### config.mk
export PLATFORM = sky130hd
export DESIGN_NAME = prescaled_counter
export DESIGN_NICKNAME = d
export VERILOG_FILES = /design/src/rtl/counter_pkg.sv /design/src/rtl/counter_prescaler.sv /design/src/rtl/prescaled_counter.sv
export SDC_FILE = /design/constraint.sdc
export NUM_CORES = 1
export LEC_CHECK = 0
export ABC_CLOCK_PERIOD_IN_PS = 3800
export CAP_MARGIN = 20
export CORE_MARGIN = 4
export CORE_UTILIZATION = 47
export DETAILED_ROUTE_END_ITERATION = 8
export PLACE_DENSITY = 0.91
export SYNTH_ARGS = -nofsm -noshare
export SYNTH_HDL_FRONTEND = slang
export SYNTH_SLANG_ARGS = --single-unit
export TNS_END_PERCENT = 100
### constraint.sdc
create_clock -name clock -period 3.8 [get_ports clock]
set_input_delay 0.76 -clock clock [delete_from_list [all_inputs] [get_ports clock]]
set_output_delay 0.76 -clock clock [all_outputs]
set_load 0.02 [all_outputs]
### src/rtl/counter_pkg.sv
// Shared constants and helpers for the prescaled event counter.
// Direction and boundary-mode encodings, plus the MAX-value helper.
package counter_pkg;

  localparam logic CNT_UP   = 1'b1;
  localparam logic CNT_DOWN = 1'b0;
  localparam logic CNT_WRAP = 1'b0;
  localparam logic CNT_SAT  = 1'b1;

  // All-ones value for a register of the given width (1..32).
  function automatic logic [31:0] cnt_max(input int unsigned width);
    if (width >= 32'd32) begin
      return 32'hFFFF_FFFF;
    end else begin
      return (32'd1 << width) - 32'd1;
    end
  endfunction

endpackage

### src/rtl/counter_prescaler.sv
// Clock-enable prescaler: asserts tick once every divisor+1 enabled cycles.
// The internal counter wraps through its full range if the divisor is lowered
// below the current count; no tick is produced until it comes round again.
module counter_prescaler #(
  parameter int PRESCALE_WIDTH = 4
) (
  input  logic                      clock,
  input  logic                      reset_n,
  input  logic                      enable,
  input  logic                      restart,
  input  logic [PRESCALE_WIDTH-1:0] divisor,
  output logic                      tick
);

  logic [PRESCALE_WIDTH-1:0] p_r;
  logic [PRESCALE_WIDTH-1:0] p_next;

  assign tick = (p_r == divisor);

  // Next prescale count: restart wins, then advance or roll over while enabled.
  always_comb begin
    p_next = p_r;
    if (restart) begin
      p_next = {PRESCALE_WIDTH{1'b0}};
    end else if (enable) begin
      if (tick) begin
        p_next = {PRESCALE_WIDTH{1'b0}};
      end else begin
        p_next = p_r + PRESCALE_WIDTH'(1);
      end
    end else begin
      p_next = p_r;
    end
  end

  // Prescale count register with asynchronous clear.
  always_ff @(posedge clock or negedge reset_n) begin
    if (!reset_n) begin
      p_r <= {PRESCALE_WIDTH{1'b0}};
    end else begin
      p_r <= p_next;
    end
  end

endmodule

### src/rtl/prescaled_counter.sv
// Parametrised up/down event counter with wrap/saturate boundary policy,
// compare match and sticky overflow flag.
// Optional prescaler: define PRESCALED_COUNTER_PRESCALER_EN to honour divisor;
// otherwise the counter steps on every enabled cycle and divisor is ignored.
module prescaled_counter
  import counter_pkg::*;
#(
  parameter int WIDTH          = 8,
  parameter int PRESCALE_WIDTH = 4
) (
  input  logic                      clock,
  input  logic                      reset_n,
  input  logic                      enable,
  input  logic                      clear,
  input  logic                      load,
  input  logic [WIDTH-1:0]          load_value,
  input  logic                      up,
  input  logic                      saturate,
  input  logic [PRESCALE_WIDTH-1:0] divisor,
  input  logic [WIDTH-1:0]          compare_value,
  output logic [WIDTH-1:0]          count,
  output logic                      terminal,
  output logic                      match,
  output logic                      overflow
);

  localparam logic [WIDTH-1:0] MAX  = WIDTH'(cnt_max(WIDTH));
  localparam logic [WIDTH-1:0] ZERO = {WIDTH{1'b0}};

  logic [WIDTH-1:0] count_r;
  logic [WIDTH-1:0] count_next;
  logic             overflow_r;
  logic             overflow_next;
  logic             tick;
  logic             step;

`ifdef PRESCALED_COUNTER_PRESCALER_EN
  counter_prescaler #(
    .PRESCALE_WIDTH (PRESCALE_WIDTH)
  ) u_prescaler (
    .clock   (clock),
    .reset_n (reset_n),
    .enable  (enable),
    .restart (clear | load),
    .divisor (divisor),
    .tick    (tick)
  );
`else
  logic unused_divisor;
  assign unused_divisor = ^divisor;
  assign tick = 1'b1;
`endif

  assign step = enable & tick & ~clear & ~load;

  // Next count/overflow: clear > load > step > hold, with boundary policy.
  always_comb begin
    count_next    = count_r;
    overflow_next = overflow_r;
    if (clear) begin
      count_next    = ZERO;
      overflow_next = 1'b0;
    end else if (load) begin
      count_next = load_value;
    end else if (step) begin
      if (up == CNT_UP) begin
        if (count_r == MAX) begin
          overflow_next = 1'b1;
          count_next    = (saturate == CNT_SAT) ? MAX : ZERO;
        end else begin
          count_next = count_r + WIDTH'(1);
        end
      end else begin
        if (count_r == ZERO) begin
          overflow_next = 1'b1;
          count_next    = (saturate == CNT_SAT) ? ZERO : MAX;
        end else begin
          count_next = count_r - WIDTH'(1);
        end
      end
    end else begin
      count_next    = count_r;
      overflow_next = overflow_r;
    end
  end

  // Count and sticky overflow registers with asynchronous clear.
  always_ff @(posedge clock or negedge reset_n) begin
    if (!reset_n) begin
      count_r    <= ZERO;
      overflow_r <= 1'b0;
    end else begin
      count_r    <= count_next;
      overflow_r <= overflow_next;
    end
  end

  assign count    = count_r;
  assign overflow = overflow_r;
  assign terminal = (up == CNT_UP) ? (count_r == MAX) : (count_r == ZERO);
  assign match    = (count_r == compare_value);

endmodule

-- Yosys cells after proc, flatten, opt, wreduce, memory -nomap -nowiden
Cells that the tools add are included.
- $add $sub $neg: 2
- equal/unequal tests: 4
- mux-type cells: 15
- bitwise logic cells: 4
- reduce and logical (&&, ||, !) cells: 5
- operators by type and width (cell ; count):
    $mux 8 ; 8
    $add 8x1->8 const B ; 1
    $eq 8x8->1 ; 1
    $eq 8x8->1 const B ; 1
    $logic_not 8->1 ; 1
    $sub 8x1->8 const B ; 1
    $mux 1 ; 7
    $reduce_bool 3->1 ; 2
    $reduce_and 4->1 ; 1
    $ne 3x2->1 const B ; 1
    $and 1x1->1 ; 2
    $ne 2x2->1 const B ; 1
    $not 1->1 ; 2
    $reduce_bool 2->1 ; 1
- flip-flop bits (word level): 9
- input bits: 27
- output and inout bits: 11
- logic and storage cells: 32

-- Depth between registers and ports, before layout
Gate-level depths: netlist (run 1).
- depth after elaboration: 6
- depth in mapped cells: 7
- gate-level depth less buffers: 7

-- Worst setup path before layout (run 1)
Ideal clock, no wire load.
- kind: reg2out
- start: register count_r[0] (netlist: count[0])
- end: output port terminal
- data arrival time: 1.550 ns
- data required time: 3.040 ns
- setup slack: 1.490 ns
- stages on the path, launching flop included: 6
- path buffers: 0
- cell sequence: dfrtp_1 > inv_1 > ha_1 > nor4b_4 > a21oi_1 > nor2_1
- cells in the longest elaborated chain, start to end: 2
- elaborated cells on any way between the ends: 3
- classes of those cells: eq/ne: 1; mux: 1; reduce/logical: 1
- ends and longest elaborated chain (what ; RTL line ; text):
    start: declaration ; prescaled_counter.sv:30 ; logic [WIDTH-1:0] count_r;
    start signal: assignment ; prescaled_counter.sv:93 ; count_r <= count_next;
    $eq 8x8->1 / $logic_not 8->1 (equally long branches) ; prescaled_counter.sv:100 ; assign terminal = (up == CNT_UP) ? (count_r == MAX) : (count_r == ZERO);
    $mux 1 * ; prescaled_counter.sv:100 ;
    end: declaration ; prescaled_counter.sv:22 ; output logic terminal,
Mark *: on every way between the ends. The rest lies on a longest branch, timed or not.

-- Worst setup path in the final report (run 1)
- start: input port up
- end: output port terminal
- cells in the longest elaborated chain, start to end: 1
- ends and longest elaborated chain (what ; RTL line ; text):
    start: declaration ; prescaled_counter.sv:17 ; input logic up,
    $mux 1 ; prescaled_counter.sv:100 ;
Every way passes these cells.

==> results.cfg, run 1 <==
[cts]
ctsHoldBuffers = 0
cts_resized = 0
cts.clk_slew.worst_paths_ns = 0.06
cts.htree.levels = 1
cts_buffers = 3
clk_latency_ns = 0.25
cts_root_buf = clkbuf_4
cts.path.max_buffers = 2
cts_tree = done
cts_setup_buffers = 0
clock-sinks = 9

[place]
place_area_mm2 = 0.001333
gp_congestion = 0.8839
placed_cells = 183
io_buffers = 33
hpwl_mm = 2.264

[worst_setup_path]
worstRegToRegCells = 7
reg2reg_slack_ns = 1.39
r2r-end = count[3]
cp.required_ns = 3.04
crit_type = in -> out
crit_path_start_kind = primary input
r2r_start = count[0]
critPathCaptureType = output pin
critical_path_arrival_ns = 2.38
critPathMaxFanout = 11

[routing]
wirelength_mm = 2.813
ant_nets = 0
route.met3.wl_um = 165
wl_met1_mm = 1.218
top_layer_used = met4
wire_per_inst_um = 15.04
via_per_inst = 5.754
drcViolationCount = 0
drt_iter0_drc = 28
vias = 1076
first_pass_iters = 4
wl_met2_mm = 1.394

[finish]
fin_cells = 187
final_area_mm2 = 0.001359
drive_gt1_share_pct = 6.875
layout_commonest_cell = clkdlybuf4s50_1
syn_to_final_growth_pct = 32.60
final_nets = 191
n_antenna_cell = 0
layout_common_cells = clkdlybuf4s50_1 (33), a21oi_1 (18), inv_1 (9), xnor2_1 (9), dfrtp_1 (9)

[synth]
synth_top_area_cell = dfrtp_1
synth_mux_area_share_pct = 1.954
synth_fa_ha_area_share_pct = 3.663
synth_top_family_by_area = compound AO/OA/AOI/OAI gates
yosysSeqAreaShare_pct = 21.98
synth-compound-area-share_pct = 29.91
synth-seq-cells = 9
synth_warnings = 0
synthFlopType = dfrtp_1
synth_top_area_share_pct = 21.98
synth_cell_type_count = 45
synth.avg_cell_area_um2 = 7.705
synth_nets = 163
synthTopCellsByArea = dfrtp_1 (22%), a21oi_1 (8.8%), xnor2_1 (7.7%)
netlist_area_mm2 = 0.001025
synthXorXnorAreaFrac_pct = 7.692
synth_simple_gate_area_share_pct = 24.91
synthArstFlopShare_pct = 100.0
synth_edf_count = 0
syn-instance-count = 133

[grt]
gr-total-overflow = 0
grt_first_pass_wirelength_mm = 4.629
antenna_found_initial = 0
grtUsageTotal_pct = 20.89
grt_pass1_vias = 1056
grt_start_max_net_pins = 18

[run_status]
status = finished clean

[pwr]
p_seq_share_pct = 36.8
p_int_uw = 220.1
p_per_area_mw_per_mm2 = 251.0
netSwitchingFraction_pct = 35.46
p_clk_share_pct = 20.0
pwr-share-comb_pct = 43.2
ir_drop_uv = 268.7
p_sw_uw = 120.9
p_leak_nw = 0.5232

[worst_hold_path]
holdPathStages = 2
hold_class = reg -> reg
hp-start = overflow
worstHoldEndpoint = overflow

[die]
row_count = 16
die_area_mm2 = 0.002992
ios = 38
start_util_pct = 50.68
die_y_um = 54.70
die_w_um = 54.70
core_area_mm2 = 0.002022

[sta]
worstMarginPinSlew_ns = 0.4525
tns_ns = 0
rsz0062_at_grt = no
drv_slew = 0
fin_skew_ns = 0.0009290
whs_ns = 0.5146
setup_viol = 0
fin_crit_ns = 3.138
hold_viol = 0
fin_crit_sh_pct = 82.59
fmax_ghz = 0.3186
relSlewSlack_pct = 69.56

[job]
cap_violations = 0
-- power by group through the flow --
stage	Clock (mW)	Sequential, mW	Combinational (mW)
after floorplan	0	0.122	0.0973
after global placement	0	0.127	0.144
after detailed placement	0	0.127	0.147
after CTS	0.0729	0.125	0.148
after global routing	0.0780	0.128	0.161
final	0.0682	0.125	0.147
-- per-layer routing --
layer  track usage [%]  vias to the layer above
met5                 0                        -
met4             9.129                        0
met3             2.452                        4
met2             37.20                       36
met1             24.71                      493
li1                  -                      543
-- sequential cells by signal (all words and copies together) (netlist names) --
name and cells:
overflow 1, count 8
-- critical path: stages --
cell	delay, ns
clkdlybuf4s50_1	0.70
a21oi_1	0.10
nor2_1	0.17
clkdlybuf4s50_1	0.64
-- cell type report --
class,instances,area [µm²]
Timing Repair Buffer,34,337.8
Inverter,10,37.54
Clock buffer,4,26.28
Tap cell,27,33.78
Sequential cell,9,225.2
Fill cell,197,663.1
Multi-Input combinational cell,103,698.2
-- worst max-delay path by stage --
stage	endpoint	start
global route	terminal	count[0]
floorplan	terminal	count[0]
CTS	terminal	count[0]
finish	terminal	up
global placement	terminal	up
detailed placement	terminal	up
-- cells by family (layout without fill, tap and decap cells) --
kind of cell,after synthesis,after routing
muxes,2,2
DFF,9,9
xor gates and xnor gates,9,9
and+or+nand+nor,42,42
AOI/OAI and AO/OA,47,47
buffers and inverters,21,48
adders and majority gates,3,3
-- cell usage after synthesis, types with 2 or more instances --
cell and instances:
o22ai_1 2, buf_6 2, nor2_1 6, o21a_1 3, nor3_1 3, buf_2 3
mux2i_1 2, inv_1 9, nor3b_1 2, and4_1 2, nand4_1 4, o21ai_0 8
a21oi_1 18, nand2_1 8, clkbuf_1 5, o211a_1 3, a41oi_1 2, xnor2_1 9
dfrtp_1 9, nor2b_1 2, ha_1 3, nor4_1 2, nand3_1 4
-- metrics by stage --
step	total power, mW	util [%]	setup slack, ns
global route	0.3666	67.20	0.4774
floorplan	0.2188	-	1.490
detailed placement	0.2741	65.90	0.6730
global placement	0.2710	65.90	0.6719
finish	0.3410	67.20	0.6617
CTS	0.3458	67.20	0.6360
Power figures use the tool's default switching activity.
==> run 2, diff against run 1 <==
--- a/config.mk
+++ b/config.mk
@@ -5,12 +5,12 @@
 export SDC_FILE = /design/constraint.sdc
 export NUM_CORES = 1
 export LEC_CHECK = 0
-export ABC_CLOCK_PERIOD_IN_PS = 3800
+export ABC_CLOCK_PERIOD_IN_PS = 2800
 export CAP_MARGIN = 20
 export CORE_MARGIN = 4
-export CORE_UTILIZATION = 47
+export CORE_UTILIZATION = 40
 export DETAILED_ROUTE_END_ITERATION = 8
-export PLACE_DENSITY = 0.91
+export PLACE_DENSITY = 0.83
 export SYNTH_ARGS = -nofsm -noshare
 export SYNTH_HDL_FRONTEND = slang
 export SYNTH_SLANG_ARGS = --single-unit
==> constraint.sdc (replaced) <==
create_clock -name clock -period 2.8 [get_ports clock]
set_input_delay 0.56 -clock clock [delete_from_list [all_inputs] [get_ports clock]]
set_output_delay 0.56 -clock clock [all_outputs]
set_load 0.02 [all_outputs]
==> run 2 against run 1 <==
  * Wire length is 11% higher
  * Die area is 15% higher
  * Clock skew is 0.0072 ns higher
  * Critical path depth is 2 higher
  * Non-clock buffer count increased by 11
  * Register-to-register slack worse by 1.1 ns
  * Sequential cell count unchanged
  * Final area increased by 6.3%
  * Via count is 7.9% higher
  * Core utilization down 8.4 points
  * Clock power up 51%
  * Largest cell class unchanged
==> results.cfg, run 2 (synthesis results as in run 1) <==
[routing]
wire_per_inst_um = 15.55
vias = 1161
first_pass_iters = 4
drcViolationCount = 0
wirelength_mm = 3.126
ant_nets = 0
drt_iter0_drc = 46
via_per_inst = 5.776

[die]
row_count = 18
die_y_um = 58.62
die_w_um = 58.62
core_area_mm2 = 0.002455
start_util_pct = 41.74
ios = 38
die_area_mm2 = 0.003436

[pwr]
p_per_area_mw_per_mm2 = 341.1
ir_drop_uv = 307.8
p_leak_nw = 0.5796

[sta]
worstMarginPinSlew_ns = 0.5309
rsz0062_at_grt = no
fin_crit_ns = 2.573
setup_ws_ns = 0.2271
tns_ns = 0
fin_skew_ns = 0.008080
fin_crit_sh_pct = 91.89
setup_viol = 0
fmax_ghz = 0.3887
relSlewSlack_pct = 64.28
hold_viol = 0
drv_slew = 0

[worst_setup_path]
crit_path_start_kind = flip-flop
cp.required_ns = 2.24
critPathMaxFanout = 8
r2r-end = count[3]
r2r_start = count[0]
crit_path_start = count[0]
crit_type = reg -> out
critical_path_arrival_ns = 2.01
reg2reg_slack_ns = 0.29
critPathCaptureType = output pin
worstRegToRegCells = 8

[finish]
final_nets = 202
layout_commonest_cell = clkdlybuf4s50_1
largest_reg_flops = 8
n_antenna_cell = 0
layout_common_cells = clkdlybuf4s50_1 (32), a21oi_1 (18), buf_4 (12)
syn_to_final_growth_pct = 40.90
drive_gt1_share_pct = 12.87

[cts]
cts_tree = done
cts_buffers = 3
clk_latency_ns = 0.27
cts_root_buf = clkbuf_4
cts.htree.levels = 1
cts.path.max_buffers = 2
clock-sinks = 9
cts.clk_slew.worst_paths_ns = 0.06

[place]
io_buffers = 33
gp_congestion = 0.9271
hpwl_mm = 2.499
pre_cts_ws_ns = 0.1087

[grt]
grt_start_max_net_pins = 17
grtUsageTotal_pct = 19.55
grt_first_pass_wirelength_mm = 5.230
antenna_found_initial = 0
grt_pass1_vias = 1145
gr-total-overflow = 0

[job]
cap_violations = 0

[run_status]
status = finished clean

[worst_hold_path]
hp-start = overflow
hold_class = reg -> reg
worstHoldEndpoint = overflow
holdPathStages = 2
run 2: cell types whose count changed in the layout (fill, tap and decap cells not counted):
cell and delta:
clkdlybuf4s50_1 -1, dlygate4sd2_1 +1, buf_4 +11
run 2: layout make-up:
cell class	instances	area (µm²)
Clock buffer	4	26.28
Fill cell	233	1011
Inverter	10	37.54
Multi-Input combinational cell	103	698.2
Sequential cell	9	225.2
Tap cell	30	37.54
Timing Repair Buffer	45	419.2
run 2: metrics by stage:
stage | hold WS (ns) | power, mW | cell area [µm²] | std cells | utilization, %
after floorplan | 0.2644 | 0.2970 | 1025 | 133 | -
after global placement | 0.4828 | 0.3814 | 1411 | 196 | 57.49
after detailed placement | 0.5476 | 0.3877 | 1411 | 196 | 57.49
after CTS | 0.5671 | 0.4964 | 1444 | 201 | 58.82
after global routing | 0.6054 | 0.5242 | 1444 | 201 | 58.82
final | 0.5556 | 0.4925 | 1444 | 201 | 58.82
run 2: worst max-delay path by stage:
stage | end | slack [ns] | cells after the start
3_3_place_gp | count[3] | 0.15 | 6
3_5_place_dp | terminal | 0.11 | 6
2_1_floorplan | count[3] | 0.57 | 7
5_1_grt | terminal | 0.08 | 6
4_1_cts | terminal | 0.24 | 6
6_report | terminal | 0.23 | 6
run 2: repair_timing:
action                                  CTS  global route
buffers inserted                          1             0
endpoints found under the setup margin    1             0
resized for setup                         1             0
hold buffers                              0             0
run 2: worst max-delay path, cell delays in order, from the launching register on:
cell           delay [ns]
dfrtp_1              0.48
inv_1                0.15
ha_1                 0.21
nor4b_4              0.25
a21oi_1              0.13
nor2_1               0.18
dlygate4sd2_1        0.36
run 2: metal layers:
metal / vias up / part of all wire (%) / GRT usage (%)
li1: 565 / - / -
met2: 53 / 49 / 32.70
met3: 5 / 6.2 / 1.316
met5: - / 0 / 0
met4: 0 / 1.9 / 10.03
met1: 538 / 43 / 25.27
run 2: where the power goes:
group | switching (mW) | total [mW] | internal [mW]
Clock | 0.0482 | 0.103 | 0.0551
Combinational | 0.110 | 0.227 | 0.117
Sequential | 0.0222 | 0.162 | 0.140
Total | 0.181 | 0.493 | 0.312
